$ cat src/rtl/rect_pulse_sequencer.sv
// Trapezoidal rectangular pulse sequencer: optional start delay, then repeating HI/LO
// phases with clamped ramps, for a programmed number of periods or until stopped.
module rect_pulse_sequencer #(
    parameter int W  = 12,
    parameter int TW = 16,
    parameter int NW = 8
) (
    input  logic          clk,
    input  logic          rst_n,
    input  logic          start,
    input  logic          stop,
    input  logic [W-1:0]  cfg_level,
    input  logic [W-1:0]  cfg_rise_step,
    input  logic [W-1:0]  cfg_fall_step,
    input  logic [TW-1:0] cfg_td,
    input  logic [TW-1:0] cfg_th,
    input  logic [TW-1:0] cfg_tl,
    input  logic [NW-1:0] cfg_nper,
    output logic [W-1:0]  out,
    output logic          busy,
    output logic [1:0]    phase,
    output logic          period_tick,
    output logic          done,
    output logic [NW-1:0] per_count
);
    typedef enum logic [1:0] {
        S_IDLE  = 2'd0,
        S_DELAY = 2'd1,
        S_HI    = 2'd2,
        S_LO    = 2'd3
    } state_t;

    localparam logic [TW-1:0] T_ONE = TW'(1);
    localparam logic [NW-1:0] N_ONE = NW'(1);

    state_t        state_q, state_d;
    logic [TW-1:0] timer_q, timer_d;
    logic [W-1:0]  out_q, out_d;
    logic          tick_q, tick_d;
    logic          done_q, done_d;
    logic [NW-1:0] per_q, per_d;
    logic [W-1:0]  level_q, level_d;
    logic [W-1:0]  rise_q, rise_d;
    logic [W-1:0]  fall_q, fall_d;
    logic [TW-1:0] th_m1_q, th_m1_d;
    logic [TW-1:0] tl_m1_q, tl_m1_d;
    logic [NW-1:0] nper_q, nper_d;

    logic [NW-1:0] per_inc;
    logic          fin;
    logic [TW-1:0] th_m1_in;
    logic [TW-1:0] tl_m1_in;

    // Rising ramp: W+1-bit sum so the clamp to the level cannot be fooled by overflow.
    function automatic logic [W-1:0] ramp_up(input logic [W-1:0] cur,
                                             input logic [W-1:0] step,
                                             input logic [W-1:0] lvl);
        logic [W:0] sum;
        sum = {1'b0, cur} + {1'b0, step};
        if (step == '0 || sum > {1'b0, lvl})
            return lvl;
        return sum[W-1:0];
    endfunction

    function automatic logic [W-1:0] ramp_dn(input logic [W-1:0] cur,
                                             input logic [W-1:0] step);
        if (step == '0 || cur <= step)
            return '0;
        return cur - step;
    endfunction

    assign per_inc  = per_q + N_ONE;
    assign fin      = (nper_q != '0) && (per_inc == nper_q);
    assign th_m1_in = (cfg_th == '0) ? '0 : cfg_th - T_ONE;
    assign tl_m1_in = (cfg_tl == '0) ? '0 : cfg_tl - T_ONE;

    always_comb begin
        state_d = state_q;
        timer_d = timer_q;
        out_d   = out_q;
        tick_d  = 1'b0;
        done_d  = 1'b0;
        per_d   = per_q;
        level_d = level_q;
        rise_d  = rise_q;
        fall_d  = fall_q;
        th_m1_d = th_m1_q;
        tl_m1_d = tl_m1_q;
        nper_d  = nper_q;

        if (state_q == S_IDLE) begin
            out_d   = '0;
            timer_d = '0;
            if (start && !stop) begin
                level_d = cfg_level;
                rise_d  = cfg_rise_step;
                fall_d  = cfg_fall_step;
                th_m1_d = th_m1_in;
                tl_m1_d = tl_m1_in;
                nper_d  = cfg_nper;
                per_d   = '0;
                if (cfg_td != '0) begin
                    state_d = S_DELAY;
                    timer_d = cfg_td - T_ONE;
                end else begin
                    state_d = S_HI;
                    timer_d = th_m1_in;
                    out_d   = ramp_up('0, cfg_rise_step, cfg_level);
                end
            end
        end else if (stop) begin
            state_d = S_IDLE;
            timer_d = '0;
            out_d   = '0;
        end else begin
            case (state_q)
                S_DELAY: begin
                    if (timer_q == '0) begin
                        state_d = S_HI;
                        timer_d = th_m1_q;
                        out_d   = ramp_up(out_q, rise_q, level_q);
                    end else begin
                        timer_d = timer_q - T_ONE;
                    end
                end
                S_HI: begin
                    if (timer_q == '0) begin
                        state_d = S_LO;
                        timer_d = tl_m1_q;
                        out_d   = ramp_dn(out_q, fall_q);
                        // A one-cycle LO phase is its own last cycle.
                        if (tl_m1_q == '0) begin
                            tick_d = 1'b1;
                            done_d = fin;
                        end
                    end else begin
                        timer_d = timer_q - T_ONE;
                        out_d   = ramp_up(out_q, rise_q, level_q);
                    end
                end
                default: begin
                    if (timer_q == '0) begin
                        per_d = per_inc;
                        if (done_q) begin
                            state_d = S_IDLE;
                            timer_d = '0;
                            out_d   = '0;
                        end else begin
                            state_d = S_HI;
                            timer_d = th_m1_q;
                            out_d   = ramp_up(out_q, rise_q, level_q);
                        end
                    end else begin
                        timer_d = timer_q - T_ONE;
                        out_d   = ramp_dn(out_q, fall_q);
                        if (timer_q == T_ONE) begin
                            tick_d = 1'b1;
                            done_d = fin;
                        end
                    end
                end
            endcase
        end
    end

    always_ff @(posedge clk or negedge rst_n) begin
        if (!rst_n) begin
            state_q <= S_IDLE;
            timer_q <= '0;
            out_q   <= '0;
            tick_q  <= 1'b0;
            done_q  <= 1'b0;
            per_q   <= '0;
            level_q <= '0;
            rise_q  <= '0;
            fall_q  <= '0;
            th_m1_q <= '0;
            tl_m1_q <= '0;
            nper_q  <= '0;
        end else begin
            state_q <= state_d;
            timer_q <= timer_d;
            out_q   <= out_d;
            tick_q  <= tick_d;
            done_q  <= done_d;
            per_q   <= per_d;
            level_q <= level_d;
            rise_q  <= rise_d;
            fall_q  <= fall_d;
            th_m1_q <= th_m1_d;
            tl_m1_q <= tl_m1_d;
            nper_q  <= nper_d;
        end
    end

    assign out         = out_q;
    assign busy        = (state_q != S_IDLE);
    assign phase       = state_q;
    assign period_tick = tick_q;
    assign done        = done_q;
    assign per_count   = per_q;
endmodule

$ cat config.mk
export PLATFORM = sky130hd
export DESIGN_NAME = rect_pulse_sequencer
export DESIGN_NICKNAME = d
export VERILOG_FILES = /design/src/rtl/rect_pulse_sequencer.sv
export SDC_FILE = /design/constraint.sdc
export NUM_CORES = 1
export LEC_CHECK = 0
export CAP_MARGIN = 5
export CORE_ASPECT_RATIO = 0.75
export CORE_MARGIN = 2
export CORE_UTILIZATION = 46
export CTS_CLUSTER_DIAMETER = 40
export DETAILED_ROUTE_END_ITERATION = 10
export DONT_BUFFER_PORTS = 1
export PLACE_DENSITY = 0.69
export SYNTH_ARGS = -nofsm -noshare
export SYNTH_HDL_FRONTEND = slang
export SYNTH_SLANG_ARGS = --single-unit
$ cat constraint.sdc
create_clock -name clk -period 3.7 [get_ports clk]
set_input_delay 0.555 -clock clk [delete_from_list [all_inputs] [get_ports clk]]
set_output_delay 0.555 -clock clk [all_outputs]
set_load 0.01 [all_outputs]
# Word-level counts from Yosys, hierarchy flattened
# Cells that the tools add are included.
[word_totals]
reg_bits = 116
out_inout_bits = 25
wordCells = 137
[op_classes]
n_addsub = 7
n_lt_le_gt_ge = 3
eq_ne = 8
n_mux = 84
n_reduce_logical = 23
[op_table]
columns = ["op", "n"]
rows = [
  ["$mux 12", 17],
  ["$mux 16", 10],
  ["$logic_not 16->1", 4],
  ["$sub 16x1->16 const B", 4],
  ["$mux 8", 5],
  ["$mux 1", 39],
  ["$logic_not 12->1", 3],
  ["$pmux 16 s2", 1],
  ["$pmux 12 s2", 1],
  ["$eq 16x1->1 const B", 1],
  ["$mux 2", 8],
  ["$reduce_bool 16->1", 1],
  ["$add 12x12->13", 1],
  ["$gt 13x12->1", 1],
  ["$gt 12x12->1", 1],
  ["$le 12x12->1", 1],
  ["$sub 12x12->12", 1],
  ["$add 8x1->8 const B", 1],
  ["$eq 8x8->1", 1],
  ["$reduce_bool 8->1", 1],
  ["$ne 2x1->1 const B", 3],
  ["$ne 4x4->1 const B", 1],
  ["$pmux 1 s2", 2],
  ["$pmux 2 s2", 1],
  ["11 further kinds", 16],
]

# Longest topological paths before layout
# Gate-level depths: netlist (run 1).
[depth]
word_depth = 15
depth_mapped = 17
depth_no_buf = 16

# Worst setup path after synthesis (run 1)
# No wires, ideal clock.
[synth_timing]
path_kind = "register to register"
from = "register out_q[0], in the netlist out[0]"
to = "register out_q[2], in the netlist out[2]"
setup_ns = 0.080
arrival_time_ns = 3.829
t_required_ns = 3.620
setup_slack_ns = -0.209
path_stages_with_launch = 17
path_buffers = 1
synth_period_minus_slack_ns = 3.909
cell_sequence = "dfrtp_1 > ha_1 > fa_1 > a21oi_1 > o2111ai_1 > a31o_2 > a21oi_1 > xnor2_1 > ha_1 > a21o_1 > a21oi_1 > a22o_1 > a31oi_1 > a211o_1 > clkbuf_1 > a2111o_1 > o211ai_2"
[synth_via]
elab_chain_len = 15
[synth_rtl]
columns = ["element", "line_no", "source"]
rows = [
  ["start, declared", "38", "logic [W-1:0] out_q, out_d;"],
  ["start signal, assigned", "183", "out_q <= out_d;"],
  ["$add 12x12->13", "59", "sum = {1'b0, cur} + {1'b0, step};"],
  ["$gt 13x12->1", "60", "if (step == '0 || sum > {1'b0, lvl})"],
  ["$logic_or 1x1->1", "60", ""],
  ["$mux 1", "60", ""],
  ["$mux 1", "144", "if (done_q) begin"],
  ["$mux 1", "142", "if (timer_q == '0) begin"],
  ["$mux 1", "116", "case (state_q)"],
  ["$mux 1", "111", "end else if (stop) begin"],
  ["$mux 1", "91", "if (state_q == S_IDLE) begin"],
  ["$mux 12", "62", "return sum[W-1:0];"],
  ["$mux 12", "144", ""],
  ["$mux 12", "142", ""],
  ["$pmux 12 s2 (*)", "116", ""],
  ["$mux 12 (*)", "111", ""],
  ["$mux 12 (*)", "91", ""],
]
# Every way passes the cells marked *; elsewhere a longest branch is shown, timed or not. The select of a mux whose other input is x is not followed.
# A chain may end at the register's enable or synchronous reset.

# Final worst setup path (run 1)
[layout_timing]
from = "register rise_q[0]"
to = "register out_q[11], in the netlist out[11]"
[layout_via]
elab_chain_len = 15
[layout_rtl]
columns = ["element", "line_no", "source"]
rows = [
  ["start, declared", "43", "logic [W-1:0] rise_q, rise_d;"],
  ["start signal, assigned", "188", "rise_q <= rise_d;"],
  ["$add 12x12->13", "59", ""],
  ["$gt 13x12->1", "60", ""],
  ["$logic_or 1x1->1", "60", ""],
  ["$mux 1", "60", ""],
  ["$mux 1", "144", ""],
  ["$mux 1", "142", ""],
  ["$mux 1", "116", ""],
  ["$mux 1", "111", ""],
  ["$mux 1", "91", ""],
  ["$mux 12", "62", ""],
  ["$mux 12", "144", ""],
  ["$mux 12", "142", ""],
  ["$pmux 12 s2 (*)", "116", ""],
  ["$mux 12 (*)", "111", ""],
  ["$mux 12 (*)", "91", ""],
]
# Marks and branches as above.

==> impl_metrics.csv, run 1 <==
group,metric,value,unit
power_and_ir_drop,p_switching,3.79,mW
setup_path,path_class,"reg -> reg",
yosys,ys_ff_latch,116,
power_and_ir_drop,ir_worst_vdd,0.396,mV
finish,area_delta_synth_final,13.3,%
route,via_per_inst,6.04,
route,wirelength,26.4,mm
setup_path,reg2reg_depth,16,
yosys,synthArstFlopShare,1.00,
floorplanning,die_h,123,um
clock_network,h-tree-depth,4,
job,drv_cap,0,
setup_path,crit_start,"rise_q[0]",
worst_hold_path,hp-class,"in -> async",
setup_path,crit_top_cell,"a21oi_4",
yosys,syn_inst,1050,
power_and_ir_drop,pwr-share-comb,0.536,
clock_network,clk_latency,0.42,ns
finish,layout_common_cells,"nand2_1 (165), dfrtp_1 (114), o21ai_0 (103)",
clock_network,clock_sinks,116,
global_route,grt_pass1_vias,7417,
yosys,syn_area_per_cell,8.26,um^2
setup_path,end_kind,"flop",
clock_network,clockBufferDepth,2,
sta,setup_tns,0,ns
floorplanning,core_area,18500,um^2
setup_path,cp_top_family,"compound AO/OA/AOI/OAI gates",
setup_path,cp_slowest_cell,"dfrtp_1",
finish,fin_cells,1314,
power_and_ir_drop,internal_power,4.81,mW
yosys,synth_area_leaders,"dfrtp_1 (33%), ha_1 (8.5%), nand2_1 (7.2%)",
yosys,ys_seq_area_frac,0.335,
setup_path,path_cells,"ha_2 -> fa_2 -> a21oi_4 -> o2111ai_2 -> a31o_2 -> a21oi_4 -> xnor2_2 -> ha_1 -> a21o_1 -> a21oi_2 -> a22o_1 -> a31oi_1 -> a211o_1 -> mux2_4 -> a211oi_2 -> a21oi_1",
yosys,yosys.area.top_type,"dfrtp_1",
finish,seq_area,2910,um^2
sta,timing.final.crit_share,0.980,
placed_design,gp_congestion,0.902,
setup_path,start_kind,"flop",
placed_design,io_buffer_count,0,
global_route,grt_pass1_wl,41.2,mm
yosys,ys_types,69,
yosys,synth_ff_type,"dfrtp_1",
finish,final_common_cell,"nand2_1",
setup_path,reg2reg_to,"out[11]",
sta,hold_violations,0,
setup_path,crit_buf_inv,0,
setup_path,path_max_fanout,3,
setup_path,crit_cells,16,
sta,max_freq,0.276,GHz
finish,n_antenna_cell,0,
finish,fin_nets,1214,
global_route,grt_max_degree,117,
floorplanning,die_area,20000,um^2
sta,setup_viol,0,
power_and_ir_drop,p_clk_frac,0.192,
route,drcViolationCount,0,
setup_path,critPathRequiredTime,4.00,ns
finish,design_area,9830,um^2
yosys,synth_edf_count,0,
sta,timing.hold.ws,0.00642,ns
floorplanning,row_count,43,
setup_path,reg2reg_from,"rise_q[0]",
finish,multi_input_comb_area,5530,um^2
global_route,track_usage,0.269,
finish,n_fill_cell,1738,
floorplanning,die_w,163,um
setup_path,cp.arrival,3.93,ns
power_and_ir_drop,power_density,876,nW/um^2
sta,slew_headroom,0.433,
clock_network,clk_pin_slew_worst_paths,0.06,ns
yosys,ys_warn_count,0,
sta,maxSlewViolCount,0,
route,dr_total_vias,7931,
yosys,synthDominantCellAreaShare,0.335,
placed_design,post-place-ws,-0.0888,ns
placed_design,dp.cells,1281,
placed_design,dp_hpwl,19.5,mm
route,drt_iter0_drc,980,
floorplanning,start_util,0.469,
route,routedWlPerCell,20.1,um
clock_network,cts_tree,"built",
clock_network,cts-root-buf,"clkbuf_16",
global_route,grt_overflow,0,
sta,clock_skew,0.00627,ns
yosys,syn_area,8670,um^2
run_status,status,"complete, no violations",
finish,layout-drive-gt1-share,0.116,
power_and_ir_drop,pwr-share-seq,0.272,
placed_design,dpl_cell_area,9050,um^2
power_and_ir_drop,power.total,8.61,mW
yosys,synth_nets,1207,
setup_path,slowest_delay,0.38,ns
sta,rsz0062_at_grt,"true",
power_and_ir_drop,leakage,4.35,nW
setup_path,endpoint,"out[11]",
route,first_pass_iters,6,
power_and_ir_drop,swShare,0.441,
floorplanning,io_pins,121,
sta,finalCriticalPeriod,3.63,ns
sta,worst_pin_slew,0.851,ns
finish,postLayoutCoreUtil,0.531,
clock_network,numCtsBuffers,17,
global_route,antenna_found_initial,1,
setup_path,regToRegSetupSlack,0.07,ns
route,ant_nets,0,
sta,fin_ws,0.0737,ns
[logic make-up after synthesis]
| kind of cell | share of synthesized area |
|---|---|
| compound gates | 0.194 |
| xor+xnor | 0.0788 |
| fa+ha+maj | 0.0897 |
| buf+inv | 0.0462 |
| flops | 0.335 |
| mux | 0.0333 |
| simple gates | 0.223 |
[power groups by stage]
stage          clock network (mW)  logic [mW]  registers (mW)
6_report                     1.65        4.61            2.34
5_1_grt                      1.71        5.11            2.40
4_1_cts                      1.67        4.41            2.31
3_5_place_dp                    0        4.26            2.32
3_3_place_gp                    0        4.17            2.31
2_1_floorplan                   0        3.31            2.15
[worst register-to-register path: cells and delay by family (launching register included)]
family,cells,cell delay [ns]
AO/OA/AOI/OAI,11,1.82
adder cells (fa/ha/maj),3,0.85
flip-flops,1,0.38
multiplexers,1,0.31
XOR/XNOR,1,0.14
[sequential cells by signal, indices dropped and copies added, names as in the netlist]
| register | count |
|---|---|
| nper_q | 8 |
| level_q | 12 |
| phase | 2 |
| period_tick | 1 |
| tl_m1_q | 16 |
| out | 12 |
| per_count | 8 |
| done | 1 |
| th_m1_q | 16 |
| fall_q | 12 |
| rise_q | 12 |
| timer_q | 16 |
[area by class of cell]
class,instances,area share
multi-input combinational,831,0.562
sequential,116,0.296
clock buffer,21,0.0489
tap,247,0.0314
timing repair buffer,37,0.0307
inverter,54,0.0206
clock inverter,8,0.0104
[cells in the mapped netlist (37+ instances only)]
master and instances:
xnor2_1 41, xor2_1 37, o21ai_0 105, clkbuf_1 41, ha_1 59, nand2_1 166, inv_1 54, dfrtp_1 116
a21oi_1 45, nor3_1 37, nand3_1 40, nor2_1 49
[worst min path at each step]
stage | start | depth (start not counted) | endpoint
finish | rst_n | 1 | per_count[4]
detailed placement | rst_n | 0 | per_count[4]
CTS | rst_n | 1 | per_count[4]
global route | rst_n | 1 | per_count[4]
floorplan | rst_n | 0 | done
global placement | rst_n | 0 | th_m1_q[0]
[routing by layer]
layer	GRT usage	routed length, um	vias up
met5	0	13	-
met1	0.416	13000	3778
met4	0.0564	259	2
met2	0.355	10100	338
met3	0.0963	3010	29
li1	-	-	3784
[what timing repair did]
action | in CTS | in global routing
pin swaps | 17 | 16
hold buffers | 1 | 0
cloned | 0 | 0
setup endpoints to repair | 6 | 12
endpoints found under the hold margin | 116 | 0
setup buffers | 1 | 3
resized for setup | 10 | 19
Note: power is estimated with default switching activity, not from simulation.
==> inputs of run 2 (changes only) <==
--- a/config.mk
+++ b/config.mk
@@ -8,11 +8,11 @@
 export CAP_MARGIN = 5
 export CORE_ASPECT_RATIO = 0.75
 export CORE_MARGIN = 2
-export CORE_UTILIZATION = 46
+export CORE_UTILIZATION = 59
 export CTS_CLUSTER_DIAMETER = 40
 export DETAILED_ROUTE_END_ITERATION = 10
 export DONT_BUFFER_PORTS = 1
-export PLACE_DENSITY = 0.69
+export PLACE_DENSITY = 0.84
 export SYNTH_ARGS = -nofsm -noshare
 export SYNTH_HDL_FRONTEND = slang
 export SYNTH_SLANG_ARGS = --single-unit
==> run 2 against run 1 <==
Effect of this change:
- die area fell by 21%
- sequential share of layout area rose by 0.33 points
- core utilization rose by 14 points
- critical path type unchanged
==> impl_metrics.csv, run 2 (synthesized netlist as in run 1, its figures left out) <==
group,metric,value,unit
floorplanning,die_h,109,um
placed_design,io_buffer_count,0,
global_route,grt_util_met3,0.136,
power_and_ir_drop,leakage,4.34,nW
sta,timing.final.crit_share,0.994,
power_and_ir_drop,p_clk_frac,0.193,
finish,fin_nets,1208,
power_and_ir_drop,pwr-share-comb,0.536,
route,dr_total_vias,8072,
floorplanning,die_area,15700,um^2
finish,n_antenna_cell,0,
finish,layout_common_cells,"nand2_1 (165), dfrtp_1 (115), o21ai_0 (103)",
clock_network,clk_pin_slew_worst_paths,0.06,ns
placed_design,gp_congestion,0.932,
global_route,grt.busiest_layer,"met1",
route,drcViolationCount,0,
sta,rsz0062_at_grt,"true",
sta,maxSlewViolCount,0,
worst_hold_path,hp-class,"in -> async",
setup_path,critPathRequiredTime,4.01,ns
global_route,use_met1,0.479,
setup_path,start_kind,"flop",
sta,worst_pin_slew,1.06,ns
run_status,status,"complete, no violations",
job,drv_cap,0,
global_route,grt_max_degree,117,
power_and_ir_drop,p_switching,3.82,mW
setup_path,end_kind,"flop",
global_route,grt_overflow,0,
floorplanning,row_count,38,
sta,slew_headroom,0.288,
floorplanning,io_pins,121,
power_and_ir_drop,internal_power,4.78,mW
power_and_ir_drop,swShare,0.444,
clock_network,h-tree-depth,4,
placed_design,dp_hpwl,18.4,mm
global_route,grt_pass1_wl,39.1,mm
sta,hold_violations,0,
global_route,grt_pass1_vias,7360,
finish,final_common_cell,"nand2_1",
route,first_pass_iters,6,
finish,layout-drive-gt1-share,0.111,
setup_path,path_class,"reg -> reg",
global_route,track_usage,0.332,
sta,setup_viol,0,
clock_network,cts_tree,"built",
finish,top_regs,"th_m1_q x16, timer_q x16, tl_m1_q x16",
clock_network,clk_latency,0.42,ns
setup_path,path_max_fanout,7,
power_and_ir_drop,power_density,885,nW/um^2
sta,clock_skew,0.00880,ns
clock_network,clockBufferDepth,2,
setup_path,regToRegSetupSlack,0.02,ns
power_and_ir_drop,ir_worst_vdd,0.467,mV
route,via_per_inst,6.39,
floorplanning,die_w,144,um
sta,max_freq,0.272,GHz
sta,timing.hold.ws,0.0800,ns
clock_network,cts-root-buf,"clkbuf_16",
setup_path,cp.arrival,3.98,ns
floorplanning,core_area,14400,um^2
finish,area_delta_synth_final,12.0,%
sta,setup_tns,0,ns
route,ant_nets,0,
route,wirelength,25.6,mm
power_and_ir_drop,pwr-share-seq,0.272,
finish,postLayoutCoreUtil,0.674,
floorplanning,start_util,0.602,
global_route,grt_util_met2,0.459,
sta,finalCriticalPeriod,3.68,ns
finish,seq_area,2900,um^2
finish,multi_input_comb_area,5520,um^2
clock_network,numCtsBuffers,17,
finish,n_fill_cell,1160,
route,drt_iter0_drc,1070,
clock_network,clock_sinks,116,
global_route,antenna_found_initial,0,
route,routedWlPerCell,20.3,um
[run 2: area by class of cell]
cell class                      instances  share of cell area
Sequential cell                       116               0.299
Multi-Input combinational cell        831               0.568
Clock buffer                           21              0.0464
Timing Repair Buffer                   31              0.0264
Clock inverter                         10              0.0136
Inverter                               54              0.0209
Tap cell                              200              0.0258
[run 2: worst paths after layout]
check | startpoint | depth (start not counted) | end
min reg2reg | th_m1_q[2] | 2 | th_m1_q[2]
max | rise_q[0] | 17 | out[4]
max in group asynchronous | rst_n | 1 | out[1]
min | rst_n | 1 | per_count[2]
max reg2reg | rise_q[0] | 17 | out[4]
min in group clk | cfg_th[0] | 1 | th_m1_q[0]
[run 2: power by group through the flow]
| stage | Clock, mW | Sequential (mW) | Combinational (mW) |
|---|---|---|---|
| finish | 1.66 | 2.34 | 4.61 |
| global route | 1.72 | 2.40 | 5.05 |
| CTS | 1.67 | 2.30 | 4.29 |
| detailed placement | 0 | 2.31 | 4.16 |
| global placement | 0 | 2.29 | 4.03 |
| floorplan | 0 | 2.15 | 3.31 |
[run 2: what timing repair did]
item,4_1_cts,5_1_grt
endpoints found under the hold margin,116,0
setup buffers,2,3
pin swaps,5,26
gates resized for setup,6,23
hold buffers,1,0
setup endpoints to repair,4,12
[run 2: layer usage]
metal / part of all wire / wire length [um]
met1: 0.45 / 11600
met2: 0.40 / 10300
met3: 0.13 / 3440
met4: 0.013 / 331
met5: 0 / 0
[run 2: stage by stage]
step                std cells  power, mW  area [um^2]  setup WS (ns)
floorplan                1050       5.46         8690         0.0421
global placement         1226       6.33         8930         0.0222
detailed placement       1226       6.47         8930        -0.0522
CTS                      1260       8.26         9580        0.00328
global route             1263       9.17         9720        -0.0696
finish                   1263       8.60         9720         0.0219
[run 2: worst max-delay path: stages (launching register included)]
cell and delay, ns:
dfrtp_1 0.38, ha_2 0.21, fa_2 0.40, a21oi_2 0.18, o2111ai_2 0.14, a31o_2 0.26
a21oi_4 0.14, xnor2_2 0.15, ha_1 0.28, a21o_1 0.17, a21oi_2 0.15, a22o_1 0.14
a31oi_1 0.05, a211o_1 0.30, buf_6 0.16, mux2_4 0.30, nand3_2 0.08, a31oi_1 0.07
==> inputs of run 3 (changes only) <==
--- a/config.mk
+++ b/config.mk
@@ -6,13 +6,15 @@
 export NUM_CORES = 1
 export LEC_CHECK = 0
 export CAP_MARGIN = 5
+export CELL_PAD_IN_SITES_DETAIL_PLACEMENT = 1
+export CELL_PAD_IN_SITES_GLOBAL_PLACEMENT = 2
 export CORE_ASPECT_RATIO = 0.75
 export CORE_MARGIN = 2
-export CORE_UTILIZATION = 59
+export CORE_UTILIZATION = 35
 export CTS_CLUSTER_DIAMETER = 40
 export DETAILED_ROUTE_END_ITERATION = 10
 export DONT_BUFFER_PORTS = 1
-export PLACE_DENSITY = 0.84
+export PLACE_DENSITY = 0.83
 export SYNTH_ARGS = -nofsm -noshare
 export SYNTH_HDL_FRONTEND = slang
 export SYNTH_SLANG_ARGS = --single-unit
==> run 3 against run 2 <==
Effect of this change:
- sequential cell count unchanged
- wire length increased by 22%
- fmax down 3.5%
- sequential power grew 2%
- first-iteration DRC count fell by 41%
- largest cell class unchanged
- clock power grew 5%
- the flow now finishes with violations (setup timing)
- power up 11%
- worst setup slack lost 0.14 ns
==> impl_metrics.csv, run 3 (synthesized netlist as in run 1, its figures left out) <==
group,metric,value,unit
floorplanning,row_count,49,
setup_path,critPathRequiredTime,4.01,ns
floorplanning,io_pins,121,
setup_path,cp_slowest_cell,"dfrtp_1",
setup_path,path_max_fanout,2,
floorplanning,core_area,24200,um^2
route,via_per_inst,5.68,
clock_network,clockBufferDepth,2,
route,drcViolationCount,0,
finish,design_area,10200,um^2
placed_design,dpl_cell_area,9180,um^2
floorplanning,die_area,26100,um^2
setup_path,slowest_delay,0.39,ns
setup_path,end_kind,"flop",
sta,fin_ws,-0.113,ns
power_and_ir_drop,leakage,4.51,nW
run_status,status,"complete, but fails checks",
sta,setup_viol,9,
setup_path,path_class,"reg -> reg",
sta,timing.hold.ws,0.0726,ns
finish,area_delta_synth_final,17.8,%
placed_design,io_buffer_count,0,
sta,finalCriticalPeriod,3.81,ns
setup_path,path_cells,"ha_2 -> fa_2 -> a21oi_4 -> o2111ai_2 -> a31o_2 -> a21oi_2 -> xnor2_2 -> ha_1 -> a21o_1 -> a21oi_2 -> a22o_1 -> a31oi_1 -> a211o_1 -> buf_6 -> mux2_4 -> a211oi_2 -> a21oi_1",
placed_design,gp_congestion,0.880,
clock_network,clock_sinks,116,
finish,fin_nets,1241,
finish,layout_common_cells,"nand2_1 (164), dfrtp_1 (115), o21ai_0 (103)",
global_route,grt_pass1_vias,8341,
global_route,track_usage,0.245,
sta,clock_skew,0.0170,ns
finish,top_regs,"th_m1_q x16, timer_q x16, tl_m1_q x16",
power_and_ir_drop,ir_worst_vdd,0.418,mV
finish,final_common_cell,"nand2_1",
floorplanning,start_util,0.359,
clock_network,numCtsBuffers,17,
global_route,antenna_found_initial,0,
global_route,grt_overflow,0,
route,wirelength,31.3,mm
setup_path,reg2reg_depth,17,
global_route,grt_max_degree,117,
clock_network,h-tree-depth,4,
route,drt_iter0_drc,633,
setup_path,crit_top_cell,"a21oi_2",
route,ant_nets,0,
sta,setup_tns,-0.346,ns
clock_network,clk_pin_slew_worst_paths,0.07,ns
setup_path,start_kind,"flop",
floorplanning,die_w,186,um
sta,timing.final.crit_share,1.03,
sta,slew_headroom,0.411,
finish,layout-drive-gt1-share,0.146,
job,drv_cap,0,
route,first_pass_iters,5,
sta,max_freq,0.262,GHz
finish,n_antenna_cell,0,
sta,worst_pin_slew,0.884,ns
route,dr_total_vias,8107,
run_status,violations,"setup timing",
power_and_ir_drop,power_density,935,nW/um^2
worst_hold_path,hp-class,"in -> async",
setup_path,cp.arrival,4.13,ns
placed_design,dp_hpwl,22.9,mm
sta,hold_violations,0,
floorplanning,die_h,140,um
sta,rsz0062_at_grt,"true",
sta,maxSlewViolCount,0,
clock_network,cts_tree,"built",
route,routedWlPerCell,21.9,um
global_route,grt_pass1_wl,48.6,mm
clock_network,clk_latency,0.44,ns
clock_network,cts-root-buf,"clkbuf_16",
## run 3: cell types whose count changed in the layout (fill, tap and decap cells not counted), sizes merged
| cell | before | now |
|---|---|---|
| inv | 54 | 57 |
| clkinv | 7 | 5 |
| clkbuf | 21 | 17 |
| buf | 31 | 64 |
| clkinvlp | 0 | 3 |
## run 3: worst paths after layout
path	start	end	slack (ns)
worst max-delay path	rise_q[0]	out[11]	-0.11
worst min-delay path	rst_n	th_m1_q[8]	0.07
worst max register to register	rise_q[0]	out[11]	-0.11
worst min register to register	th_m1_q[2]	th_m1_q[2]	0.49
max in group asynchronous	rst_n	fall_q[2]	3.12
min in group clk	cfg_rise_step[8]	rise_q[8]	0.22
## run 3: final cells by class
cell class / instances / area (um^2)
Sequential cell: 116 / 2900
Clock inverter: 14 / 179
Tap cell: 331 / 414
Inverter: 54 / 203
Clock buffer: 17 / 425
Multi-Input combinational cell: 831 / 5550
Fill cell: 2877 / 13900
Timing Repair Buffer: 64 / 541
## run 3: what timing repair did
action | in CTS | in global routing
pin swaps | 23 | 20
setup endpoints to repair | 6 | 12
endpoints found under the hold margin | 116 | 0
buffers inserted | 23 | 6
cloned | 1 | 0
hold buffers | 1 | 0
resized for setup | 20 | 22
## run 3: metal layers
layer  vias up  GRT usage  wire length (um)
li1       3823          -                 -
met1      3997      0.378             16000
met2       264      0.332             12300
met3        23     0.0720              2620
met4         0     0.0485               301
met5         -          0                 0
## run 3: critical path: cells and delay by family, from the launching register on
kind | cells | cell delay [ns]
buf+inv | 1 | 0.14
compound gates | 11 | 1.85
flops | 1 | 0.39
fa+ha+maj | 3 | 0.85
xor+xnor | 1 | 0.14
mux | 1 | 0.30
## run 3: through the flow
stage	power (mW)	utilization	worst slack [ns]	std cells
floorplan	5.46	-	0.0421	1050
global placement	6.66	0.380	0.00357	1367
detailed placement	6.79	0.380	-0.136	1367
CTS	9.37	0.418	-0.0538	1422
global route	10.2	0.423	-0.271	1427
finish	9.56	0.423	-0.113	1427
## run 3: where the power goes
group | internal, mW | switching (mW)
Clock | 1.06 | 0.675
Sequential | 1.79 | 0.601
Combinational | 2.47 | 2.96
Total | 5.32 | 4.23
